<file path="src/rtl/readout_word_serializer.sv">
// Buffers 64-bit readout words in a small FIFO and re-emits each one
// as two 32-bit beats (upper half first) on a valid/ready stream.
module readout_word_serializer #(
    parameter int DEPTH = 8,
    parameter int DROPW = 16
) (
    input  logic                   clock,
    input  logic                   reset_n,
    input  logic                   enable,
    input  logic [63:0]            in_data,
    input  logic                   in_valid,
    output logic [31:0]            out_data,
    output logic                   out_valid,
    input  logic                   out_ready,
    output logic [$clog2(DEPTH):0] fill_level,
    output logic                   overflow,
    output logic [DROPW-1:0]       drop_count,
    output logic [31:0]            word_count,
    input  logic                   clear_stats
);

    localparam int AW = $clog2(DEPTH);
    localparam int CW = AW + 1;
    localparam logic [CW-1:0] FULL = CW'(DEPTH);

    typedef enum logic {
        HI,
        LO
    } state_t;

    state_t        state_q;
    state_t        state_d;
    logic [63:0]   mem [DEPTH];
    logic [AW-1:0] wr_ptr_q;
    logic [AW-1:0] rd_ptr_q;
    logic [CW-1:0] count_q;
    logic [63:0]   head;
    logic          full;
    logic          hs;
    logic          pop;
    logic          wr_req;
    logic          push;
    logic          drop;

    assign head       = mem[rd_ptr_q];
    assign full       = (count_q == FULL);
    assign out_valid  = (count_q != '0);
    assign fill_level = count_q;

    assign hs     = out_valid & out_ready;
    assign pop    = hs & (state_q == LO);
    assign wr_req = in_valid & enable;
    // A pop in the same cycle frees the slot, so a full FIFO still accepts.
    assign push   = wr_req & (~full | pop);
    assign drop   = wr_req & full & ~pop;

    always_comb begin
        state_d = state_q;
        if (hs) begin
            unique case (state_q)
                HI: state_d = LO;
                LO: state_d = HI;
                default: state_d = HI;
            endcase
        end
    end

    // Gated by out_valid so an empty FIFO presents zero, not stale data.
    always_comb begin
        out_data = '0;
        if (out_valid) begin
            out_data = (state_q == HI) ? head[63:32] : head[31:0];
        end
    end

    always_ff @(posedge clock) begin
        if (push) begin
            mem[wr_ptr_q] <= in_data;
        end
    end

    always_ff @(posedge clock or negedge reset_n) begin
        if (!reset_n) begin
            state_q  <= HI;
            wr_ptr_q <= '0;
            rd_ptr_q <= '0;
            count_q  <= '0;
        end else begin
            state_q <= state_d;
            if (push) begin
                wr_ptr_q <= wr_ptr_q + AW'(1);
            end
            if (pop) begin
                rd_ptr_q <= rd_ptr_q + AW'(1);
            end
            case ({push, pop})
                2'b10:   count_q <= count_q + CW'(1);
                2'b01:   count_q <= count_q - CW'(1);
                default: count_q <= count_q;
            endcase
        end
    end

    always_ff @(posedge clock or negedge reset_n) begin
        if (!reset_n) begin
            overflow   <= 1'b0;
            drop_count <= '0;
            word_count <= '0;
        end else if (clear_stats) begin
            overflow   <= 1'b0;
            drop_count <= '0;
            word_count <= '0;
        end else begin
            if (drop) begin
                overflow <= 1'b1;
                if (drop_count != '1) begin
                    drop_count <= drop_count + DROPW'(1);
                end
            end
            if (push) begin
                word_count <= word_count + 32'd1;
            end
        end
    end

endmodule

</file>
<file path="config.mk">
export PLATFORM = sky130hd
export DESIGN_NAME = readout_word_serializer
export DESIGN_NICKNAME = d
export VERILOG_FILES = /design/src/rtl/readout_word_serializer.sv
export SDC_FILE = /design/constraint.sdc
export NUM_CORES = 1
export LEC_CHECK = 0
export ABC_AREA = 0
export BUFFER_PORTS_ARGS = -buffer_cell sky130_fd_sc_hd__buf_2
export CAP_MARGIN = 20
export CORE_ASPECT_RATIO = 1.5
export CORE_MARGIN = 2
export CORE_UTILIZATION = 55
export DETAILED_ROUTE_END_ITERATION = 6
export PLACE_DENSITY = 0.74
export SLEW_MARGIN = 20
export SYNTH_ARGS = -nofsm -noshare
export SYNTH_HDL_FRONTEND = slang
export SYNTH_SLANG_ARGS = --single-unit
</file>
<file path="constraint.sdc">
create_clock -name clock -period 9.1 [get_ports clock]
set_input_delay 2.275 -clock clock [delete_from_list [all_inputs] [get_ports clock]]
set_output_delay 2.275 -clock clock [all_outputs]
set_load 0.01 [all_outputs]
</file>
# == Word-level counts from Yosys, hierarchy flattened ==
# Memory sizes are Yosys's and may differ from the RTL's.
# Index checks and enable logic that the tools add are counted.
# totals
reg_bits,60
ramBits,512
inputBits,70
out_inout_bits,86
wordCells,47
mem_count,1
# op_classes
add_sub_neg,6
eq_ne,4
muxes,13
bitwise,10
n_reduce_logical,6
# mem_list
memory,words,word_bits,read_ports,rd_ports_with_merged_regs,wr,line_no,text
mem,8,64,1,0,1,33,logic [63:0] mem [DEPTH];
# ops
operator,count
2-to-1 mux 32 bit,4
2-to-1 mux 16 bit,3
"adder 32 x 1 -> 32 bit, second input constant",1
"adder 16 x 1 -> 16 bit, second input constant",1
"inequality test 16 bit, second input constant",1
one-hot mux 4 bit (2 select lines),1
nonzero test 2 bit,4
"adder 3 x 1 -> 3 bit, second input constant",2
AND 1 bit,6
"adder 4 x 1 -> 4 bit, second input constant",1
"== test 4 bit, second input constant",1
2-to-1 mux 1 bit,4
nonzero test 4 bit,1
"subtractor 4 x 1 -> 4 bit, second input constant",1
inverter 1 bit,3
"== test 2 x 1 -> 1 bit, second input constant",1
"== test 2 bit, second input constant",1
one-hot mux 1 bit (2 select lines),1
AND reduction 2 bit,1
OR 1 bit,1

# == Logic depth before layout (Yosys ltp) ==
# Gate-level depths: netlist (run 1).
# depth
depth_word,7
mapped_depth,10
depth_no_buf,8

# == Worst setup path before layout (run 1) ==
# Ideal clock, no wire load.
# synth_timing
path_kind,input to register
start,input port in_valid
end,"memory mem[1][0], enable pin"
setup_time_ns,0.667
arrival_time_ns,9.417
required_ns,8.433
slack_ns,-0.983
cell_stages,4
path_buffers,1
path_cell_list,and2_1 > clkbuf_1 > o21ai_2 > nor4b_1
# synth_via
elab_chain_len,4
# synth_lines
element,line_no,text
"start, declared",11,"input logic in_valid,"
AND 1 bit,52,assign wr_req = in_valid & enable;
AND 1 bit,54,assign push = wr_req & (~full | pop);
2-to-1 mux 1 bit,77,if (push) begin
2-to-1 mux 1 bit (implied by the code),78,mem[wr_ptr_q] <= in_data;
"end, declared",33,
# Every way passes these cells.

# == Worst setup path in the final report (run 1) ==
# layout_timing
start,register rd_ptr_q[1]
end,output port out_data[3]
# layout_via
elab_chain_len,3
# layout_lines
element,line_no,text
"start, declared",35,logic [AW-1:0] rd_ptr_q;
"start signal, assigned",94,rd_ptr_q <= rd_ptr_q + AW'(1);
memory read (8 x 64 bit),--,
2-to-1 mux 32 bit,72,out_data = (state_q == HI) ? head[63:32] : head[31:0];
2-to-1 mux 32 bit,71,if (out_valid) begin
"end, declared",12,"output logic [31:0] out_data,"
# Every way passes these cells.

==> impl_results.md, run 1 <==
* Seq/Total Area, Yosys at 0.749
* PD cells at 283 mW/mm^2
* Initial Util at 0.559
* Arr. time, crit path at 3.58 ns
* Startpoint Class: flop
* Clock sink count at 572
* Post-synth top area share at 0.683
* Mux cell area share after synthesis at 0.159
* Post-CTS Setup Inserts at 0
* Normalized max-slew margin at 0.253
* CP max stage delay at 1.09 ns
* Yosys cell types at 52
* Vias in the first global route at 11500
* Routed vias/inst at 6.12
* Peak VDD IR at 217 uV
* Die height at 252 um
* Outcome: finished clean
* DRC violations left at 0
* Die W at 169 um
* First drt pass iteration count at 5
* Crit-path max FO at 69
* Synth Area in Compound Gates at 0.0179
* TritonCTS buffer count at 52
* Number of synthesized flops with an enable pin at 512
* Clock Tree Buf Depth at 3
* Number of port buffers at 155
* Worst-path clk slew at 0.06 ns
* Slew Limit Fails at 0
* Setup WS pre-CTS at 3.80 ns
* Kind of critical path: reg -> out
* Cts repair resizes at 0
* Final Worst Setup Slack at 3.25 ns
* Final WL at 44200 um
* Synthesized-area fraction occupied by and/or/nand/nor cells at 0.0420
* Fin nets at 1361
* Worst slew pin tran at 1.12 ns
* Post-DRT Antenna Nets at 0
* Clk root buf: clkbuf_16
* Placed cell areas at 0.0239 sq mm
* Hold crit path type: reg -> reg
* Fmax at 0.171 GHz
* Max-cap viol count at 0
* P&R area growth vs syn at 13.7%
* Cells after Synth at 1113
* Critical path data required time at 6.83 ns
* Slowest CP cell: dfrtp_4
* Gr usage total at 0.210
* DR vias at 11300
* Die area at 0.0426 sq mm
* Setup TNS Final at 0 ns
* H-tree levels at 2
* Most used DFF post-synth: edfxtp_1
* CP cell instances: buf_4 > mux4_2 > mux2i_1 > o22ai_1 > buf_2
* Leakage at 8.71 nW
* Fillers at 2737
* Post-Synth XOR/XNOR Area at 0.0183
* Yosys reg bits at 572
* Syn Std Cell Area at 0.0225 sq mm
* Pwr Total at 7.26 mW
* Top-level port count at 156
* Core area at 0.0403 sq mm
* Initial DRC Count at 921
* Synth top area cells: edfxtp_1, mux4_2, dfrtp_1
* Adder-cell share of the synthesized area at 0.00278
* CP endpoint kind: primary output
* CTS tree: done
* Gpl congestion at 0.787
* Routed len/inst at 24.0 um
* Post-layout min period at 5.85 ns
* Combinational family with the most area after synthesis: multiplexers
* Synthesized area per cell at 20.2 sq um
* Cts hold-fix bufs at 0
* Final cycle utilization of the critical path at 0.643
* FP Rows at 90
* Synth Warn # at 0
* Async S/R FF share, synth at 0.105
* Antenna violations before repair at 10
* Finished Cell Area at 0.0256 sq mm
* RSZ-0062 raised after global routing: false
* DP HPWL at 23800 um
* Final Skew at 0.0181 ns
* Post-Syn Nets at 1188
* Hold slack at 0.496 ns
* First-pass GRT wire length at 67700 um
* Clk_lat worst skew at 0.58 ns
* Area leader, netlist: edfxtp_1
* Final hold viol count at 0
* Total grt overflow at 0
* Largest net degree at the start of global routing at 101
* Count of final setup violators at 0
* Share of layout cells above drive strength 1 at 0.305
-- power breakdown --
| group | internal [mW] | switching, mW |
|---|---|---|
| Clock | 1.20 | 0.918 |
| Sequential | 3.06 | 0.226 |
| Combinational | 0.908 | 0.949 |
| Total | 5.16 | 2.09 |
-- placed cells by master (no fill, tap or decap), types with 4 or more instances in the layout --
cell,instances
xnor2_1,35
nand3_1,15
ha_1,5
clkinv_1,14
diode_2,4
mux2i_1,66
clkbuf_1,8
clkinv_2,9
nand2_1,30
mux4_2,128
clkinvlp_4,5
nand4_1,8
buf_4,19
and3_1,6
edfxtp_1,512
buf_2,155
dfrtp_1,57
o2111ai_1,4
a21oi_1,9
nor2_1,46
bufinv_16,5
or3_1,4
nor3_1,16
and4_1,5
o21ai_0,5
clkbuf_16,52
nor4_1,12
xor2_1,12
o22ai_1,32
and2_1,5
-- registers in the layout, summed over array words and instances, names as in the netlist --
register / cells
drop_count: 16
word_count: 32
state_q: 1
wr_ptr_q: 3
fill_level: 4
rd_ptr_q: 3
overflow: 1
mem: 512
-- Yosys cell counts, types with 12 or more instances --
master / count
buf_2: 15
clkbuf_1: 30
dfrtp_1: 60
edfxtp_1: 512
mux2i_1: 66
mux4_2: 128
nand2_1: 30
nand3_1: 15
nor2_1: 47
nor3_1: 18
nor4_1: 13
o22ai_1: 32
xnor2_1: 35
xor2_1: 12
-- layer usage --
metal,global-route usage,wire [um],vias to the layer above,part of all wire
met5,0,50,-,0.0011
met4,0.0593,849,8,0.019
met3,0.0392,2820,68,0.064
met2,0.363,23000,377,0.52
met1,0.276,17400,5886,0.39
li1,-,-,4917,-
-- critical path, delay by kind of cell (launching register included) --
kind | cells | cell delay [ns]
compound gates | 1 | 0.37
mux | 2 | 0.44
buf+inv | 2 | 1.04
flops | 1 | 1.09
-- final cells by class --
cell class	count	area [sq um]	share of cell area
Sequential cell	572	16900	0.659
Multi-Input combinational cell	482	5470	0.214
Clock buffer	60	1330	0.0520
Timing Repair Buffer	175	938	0.0366
Tap cell	506	633	0.0247
Clock inverter	37	330	0.0129
Inverter	3	11.3	0.000440
Antenna cell	4	10.0	0.000391
-- metrics by stage --
step           instances  utilization
2_1_floorplan       1113            -
3_3_place_gp        1738        0.594
3_5_place_dp        1738        0.594
4_1_cts             1835        0.635
5_1_grt             1836        0.635
6_report            1839        0.635
-- kinds of logic (layout without fill, tap and decap cells) --
family          after synthesis  in the layout
fa+ha+maj                     5              5
compound gates               61             61
other cells                   0              4
mux                         196            196
flops                       572            572
buf+inv                      59            275
simple gates                173            173
xor+xnor                     47             47
-- final timing paths --
path,slack [ns],endpoint,depth (start not counted),from
worst min register to register,0.50,overflow,2,overflow
worst max register to register,5.81,mem[7][13],5,fill_level[3]
min in group asynchronous,1.55,drop_count[4],1,reset_n
worst min-delay path,0.50,overflow,2,overflow
worst max-delay path,3.25,out_data[3],5,rd_ptr_q[1]
max in group asynchronous,6.58,rd_ptr_q[2],2,reset_n
Note: power is estimated with default switching activity, not from simulation.
==> run 2: changes to the inputs <==
clock period = 5.8 ns   (was 9.1 ns; I/O delays follow)
==> run 2 against run 1 <==
Register-to-register slack lost 2.9 ns. Cell count shrank 0.22%. Via count grew 0.56%. First-iteration DRC count shrank 9.4%. Worst setup slack lost 2.0 ns. Largest cell class unchanged.
==> impl_results.md, run 2 (synthesis gave the netlist of run 1 again) <==
* Outcome: finished clean
* Initial Util at 0.559 (unchanged)
* Largest net degree at the start of global routing at 65 (-36%)
* H-tree levels at 2 (unchanged)
* CTS tree: done
* Final hold viol count at 0 (unchanged)
* Initial DRC Count at 834 (-9.4%)
* Vias in the first global route at 11700 (+1.2%)
* DR vias at 11300 (+0.56%)
* Commonest cells after routing, fill and taps aside: edfxtp_1, buf_2, mux4_2
* Post-layout min period at 4.59 ns
* Normalized max-slew margin at 0.254 (+0.00102)
* Max FFs per register at 512 (unchanged)
* Antenna violations before repair at 10 (unchanged)
* Fin cells at 1835 (-0.22%)
* Slew Limit Fails at 0 (unchanged)
* Final WL at 44500 um (+0.64%)
* Die height at 252 um (unchanged)
* First-pass GRT wire length at 68300 um (+0.92%)
* Hold crit path type: reg -> reg
* Fin nets at 1358 (-0.22%)
* PD cells at 444 mW/mm^2 (+57%)
* Slowest CP cell: dfrtp_4
* Routed len/inst at 24.2 um (+0.86%)
* CP delay by family, top: flip-flops
* Setup TNS Final at 0 ns (unchanged)
* Worst-path clk slew at 0.06 ns (about the same)
* First drt pass iteration count at 5 (unchanged)
* RSZ-0062 raised after global routing: false
* Clk root buf: clkbuf_16
* Peak VDD IR at 317 uV (+46%)
* Biggest regs: mem (512), word_count (32), drop_count (16)
* Routed vias/inst at 6.17 (+0.78%)
* Cts repair resizes at 0 (unchanged)
* Share of layout cells above drive strength 1 at 0.303 (-0.00210)
* Startpoint Class: flop
* Worst hold stages at 2 (unchanged)
* DRC violations left at 0 (unchanged)
* Final Skew at 0.0102 ns (-0.00782 ns)
* Top-level port count at 156 (unchanged)
* Max-cap viol count at 0 (unchanged)
* Final Worst Setup Slack at 1.21 ns (-2.04 ns)
* Core area at 0.0403 sq mm (unchanged)
* Clock Tree Buf Depth at 3 (unchanged)
* Cts hold-fix bufs at 0 (unchanged)
* Final cycle utilization of the critical path at 0.792
* Dpl cells at 1737 (-0.058%)
* Worst slew pin tran at 1.12 ns (-0.00154 ns)
* Critical path data required time at 4.35 ns (-2.48 ns)
* Gr usage total at 0.212 (+0.00141)
* Count of final setup violators at 0 (unchanged)
* Crit-path max FO at 31 (-55%)
* CP cell instances: buf_4 > mux4_2 > mux2i_1 > o22ai_1 > buf_2
* Fin util at 0.637 (+0.00192)
* TritonCTS buffer count at 50 (-3.8%)
* CP endpoint kind: primary output
* DP HPWL at 23900 um (+0.65%)
* R2R cell count at 5 (unchanged)
* Setup WS pre-CTS at 1.71 ns (-2.09 ns)
* Hold slack at 0.493 ns (-0.00354 ns)
* Post-CTS Setup Inserts at 0 (unchanged)
* Most common cell after layout, fill and taps aside: edfxtp_1
* Clock sink count at 572 (unchanged)
* Kind of critical path: reg -> out
* Top reg by flops: mem
* Total grt overflow at 0 (unchanged)
* Die W at 169 um (unchanged)
* Fmax at 0.218 GHz
* Number of port buffers at 155 (unchanged)
* Post-DRT Antenna Nets at 0 (unchanged)
* Clk_lat worst skew at 0.57 ns (about the same)
* P&R area growth vs syn at 14.1%
* Die area at 0.0426 sq mm (unchanged)
* FP Rows at 90 (unchanged)
* Leakage at 8.74 nW (+0.31%)
* Arr. time, crit path at 3.14 ns (-0.44 ns)
* CP max stage delay at 0.82 ns (-0.27 ns)
* Worst path depth at 5 (unchanged)
* Gpl congestion at 0.794 (+0.91%)
* Bufs and invs on worst path at 2 (unchanged)
run 2: changes by cell type in the layout (fill, tap and decap cells not counted), sizes merged:
cell / before / now
clkinvlp: 5 / 2
clkbuf: 60 / 76
buf: 175 / 174
inv: 5 / 3
clkinv: 25 / 13
bufinv: 5 / 3
run 2: worst paths after layout:
check	slack, ns	start	end
min reg2reg	0.49	overflow	overflow
max reg2reg	2.90	fill_level[3]	mem[7][4]
max	1.21	rd_ptr_q[0]	out_data[1]
min in group asynchronous	0.77	reset_n	drop_count[5]
max in group asynchronous	4.04	reset_n	rd_ptr_q[0]
min	0.49	overflow	overflow
run 2: report_power, final:
| group | switching, mW | total (mW) | internal, mW |
|---|---|---|---|
| combinational | 1.50 | 2.95 | 1.45 |
| clock | 1.40 | 3.30 | 1.90 |
| sequential | 0.356 | 5.16 | 4.80 |
run 2: through the flow:
step	power [mW]	cell area (sq um)
4_1_cts	11.5	25700
3_5_place_dp	8.22	24000
3_3_place_gp	8.18	24000
5_1_grt	11.9	25700
6_report	11.4	25700
2_1_floorplan	7.24	22600
run 2: area by class of cell:
type | instances | area, sq um
timing repair buffer | 174 | 1000
inverter | 3 | 11.3
sequential | 572 | 16900
fill | 2715 | 14600
multi-input combinational | 482 | 5490
tap | 506 | 633
clock buffer | 76 | 1490
antenna | 4 | 10.0
clock inverter | 18 | 161
run 2: worst register-to-register path, delay by kind of cell (launching register included):
family / cells / cell delay (ns)
compound gates: 1 / 0.49
buf+inv: 1 / 0.39
flops: 1 / 0.45
simple gates: 3 / 1.26
run 2: per-layer routing:
metal / vias to the layer above / wire, um / part of all wire / track usage
met5: - / 53 / 0.0012 / 0
met4: 8 / 1100 / 0.025 / 0.0698
met3: 79 / 2350 / 0.053 / 0.0318
met2: 346 / 23100 / 0.52 / 0.362
met1: 5966 / 17900 / 0.40 / 0.282
li1: 4920 / - / - / -
==> run 3: changes to the inputs <==
clock period = 4.3 ns   (was 5.8 ns; I/O delays follow)
==> run 3 against run 2 <==
Combinational power grew 45%. Utilization is 0.33 points higher. Largest power group unchanged. Sequential power rose by 33%. Flip-flop and latch count did not move. Cell count up 0.38%.
==> impl_results.md, run 3 (synthesis gave the netlist of run 1 again) <==
* Slew Limit Fails at 0 (unchanged)
* Sequential cell area at 0.0169 sq mm (unchanged)
* Final WL at 44900 um (+0.88%)
* Clk root buf: clkbuf_16
* Setup WS pre-CTS at 0.988 ns (-0.718 ns)
* Die area at 0.0426 sq mm (unchanged)
* Fmax at 0.258 GHz
* Biggest regs: mem (512), word_count (32), drop_count (16)
* Fin nets at 1370 (+0.88%)
* Gpl congestion at 0.761 (-4.2%)
* Leakage at 8.81 nW (+0.80%)
* Post-DRT Antenna Nets at 0 (unchanged)
* Hold Path End: overflow
* RSZ-0062 raised after global routing: false
* Max FFs per register at 512 (unchanged)
* Initial DRC Count at 1032 (+24%)
* Dpl cells at 1749 (+0.69%)
* Initial Util at 0.559 (unchanged)
* FP Rows at 90 (unchanged)
* Share of layout cells above drive strength 1 at 0.310 (+0.00770)
* Placed cell areas at 0.0242 sq mm (+0.69%)
* Clock Tree Buf Depth at 3 (unchanged)
* DR vias at 11300 (+0.21%)
* Die height at 252 um (unchanged)
* Top reg by flops: mem
* Multi-input logic area at 0.00549 sq mm (unchanged)
* Antenna violations before repair at 6 (-4)
* Core area at 0.0403 sq mm (unchanged)
* Final cycle utilization of the critical path at 0.901
* Hold crit path type: reg -> reg
* Cts repair resizes at 0 (unchanged)
* Hold wc startpoint: overflow
* Top-level port count at 156 (unchanged)
* Post-CTS Setup Inserts at 0 (unchanged)
* Routed len/inst at 24.4 um (+0.50%)
* Routed vias/inst at 6.16 (-0.17%)
* Worst-path clk slew at 0.06 ns (about the same)
* Hold slack at 0.504 ns (+0.0109 ns)
* DP HPWL at 25000 um (+4.5%)
* CTS tree: done
* Setup TNS Final at 0 ns (unchanged)
* Pwr Total at 15.5 mW (+36%)
* Fin cells at 1842 (+0.38%)
* Post-layout min period at 3.88 ns
* TritonCTS buffer count at 50 (unchanged)
* Outcome: finished clean
* Gr usage total at 0.215 (+0.00360)
* DRC violations left at 0 (unchanged)
* Count of final setup violators at 0 (unchanged)
* Worst hold stages at 2 (unchanged)
* Critical path data required time at 3.22 ns (-1.13 ns)
* R2r setup slk at 1.75 ns (-1.15 ns)
* Number of port buffers at 155 (unchanged)
* First-pass GRT wire length at 69100 um (+1.2%)
* R2R cell count at 8 (+3)
* Clock sink count at 572 (unchanged)
* Final Worst Setup Slack at 0.425 ns (-0.781 ns)
* Most common cell after layout, fill and taps aside: edfxtp_1
* Die W at 169 um (unchanged)
* Cts hold-fix bufs at 0 (unchanged)
* Clk_lat worst skew at 0.57 ns (about the same)
* P&R area growth vs syn at 14.7%
* Vias in the first global route at 11700 (-0.026%)
* Commonest cells after routing, fill and taps aside: edfxtp_1, buf_2, mux4_2
* Final Skew at 0.0201 ns (+0.00991 ns)
* Startpoint Class: flop
* Worst slew pin tran at 0.931 ns (-0.188 ns)
* Reg-to-reg critical path startpoint: fill_level[2]
* Crit-path max FO at 22 (-29%)
* Largest net degree at the start of global routing at 65 (unchanged)
* Max-cap viol count at 0 (unchanged)
* PD cells at 602 mW/mm^2 (+36%)
* Finished Cell Area at 0.0258 sq mm (+0.51%)
* Final hold viol count at 0 (unchanged)
* Kind of critical path: reg -> out
* H-tree levels at 2 (unchanged)
* R2r endpoint: fill_level[2]
* First drt pass iteration count at 5 (unchanged)
* Fin util at 0.640 (+0.00326)
* CP endpoint kind: primary output
* Arr. time, crit path at 2.80 ns (-0.34 ns)
* Setup crit start: rd_ptr_q[0]
* Peak VDD IR at 540 uV (+70%)
* Fillers at 2691 (-0.88%)
* Total grt overflow at 0 (unchanged)
* Normalized max-slew margin at 0.379 (+0.125)
[run 3: cell types whose count changed in the layout (fill, tap and decap cells not counted), sizes merged]
cell      delta
bufinv       +1
inv          +1
clkinvlp     +3
buf         +12
diode        -2
clkinv       +4
clkbuf      -12
[run 3: how the worst max path moves through the flow]
| stage | slack (ns) | depth (start not counted) | endpoint |
|---|---|---|---|
| 2_1_floorplan | -0.56 | 4 | mem[5][0] |
| 3_3_place_gp | 1.00 | 5 | out_data[30] |
| 3_5_place_dp | 0.99 | 5 | out_data[30] |
| 4_1_cts | 0.35 | 6 | out_data[17] |
| 5_1_grt | 0.30 | 6 | out_data[17] |
| 6_report | 0.42 | 6 | out_data[17] |
[run 3: layout make-up]
type	instances	area share
Inverter	3	0.000436
Clock buffer	64	0.0537
Timing Repair Buffer	186	0.0450
Multi-Input combinational cell	482	0.213
Antenna cell	2	0.000194
Sequential cell	572	0.654
Tap cell	506	0.0245
Clock inverter	27	0.00930
[run 3: where the power goes]
group	switching (mW)	internal, mW
clock	1.89	2.52
sequential	0.371	6.48
combinational	2.20	2.08
total	4.46	11.1
[run 3: metal layers]
metal | track usage | share of wire | wire length (um)
met2 | 0.370 | 0.52 | 23300
met1 | 0.294 | 0.41 | 18300
met5 | 0 | 0.0012 | 55
met4 | 0.0513 | 0.016 | 714
met3 | 0.0347 | 0.054 | 2410
[run 3: critical path, stage by stage, from the launching register on]
cell     delay, ns
dfrtp_4       0.76
buf_12        0.26
buf_12        0.18
mux4_2        0.53
mux2i_1       0.19
o22ai_1       0.12
buf_2         0.17
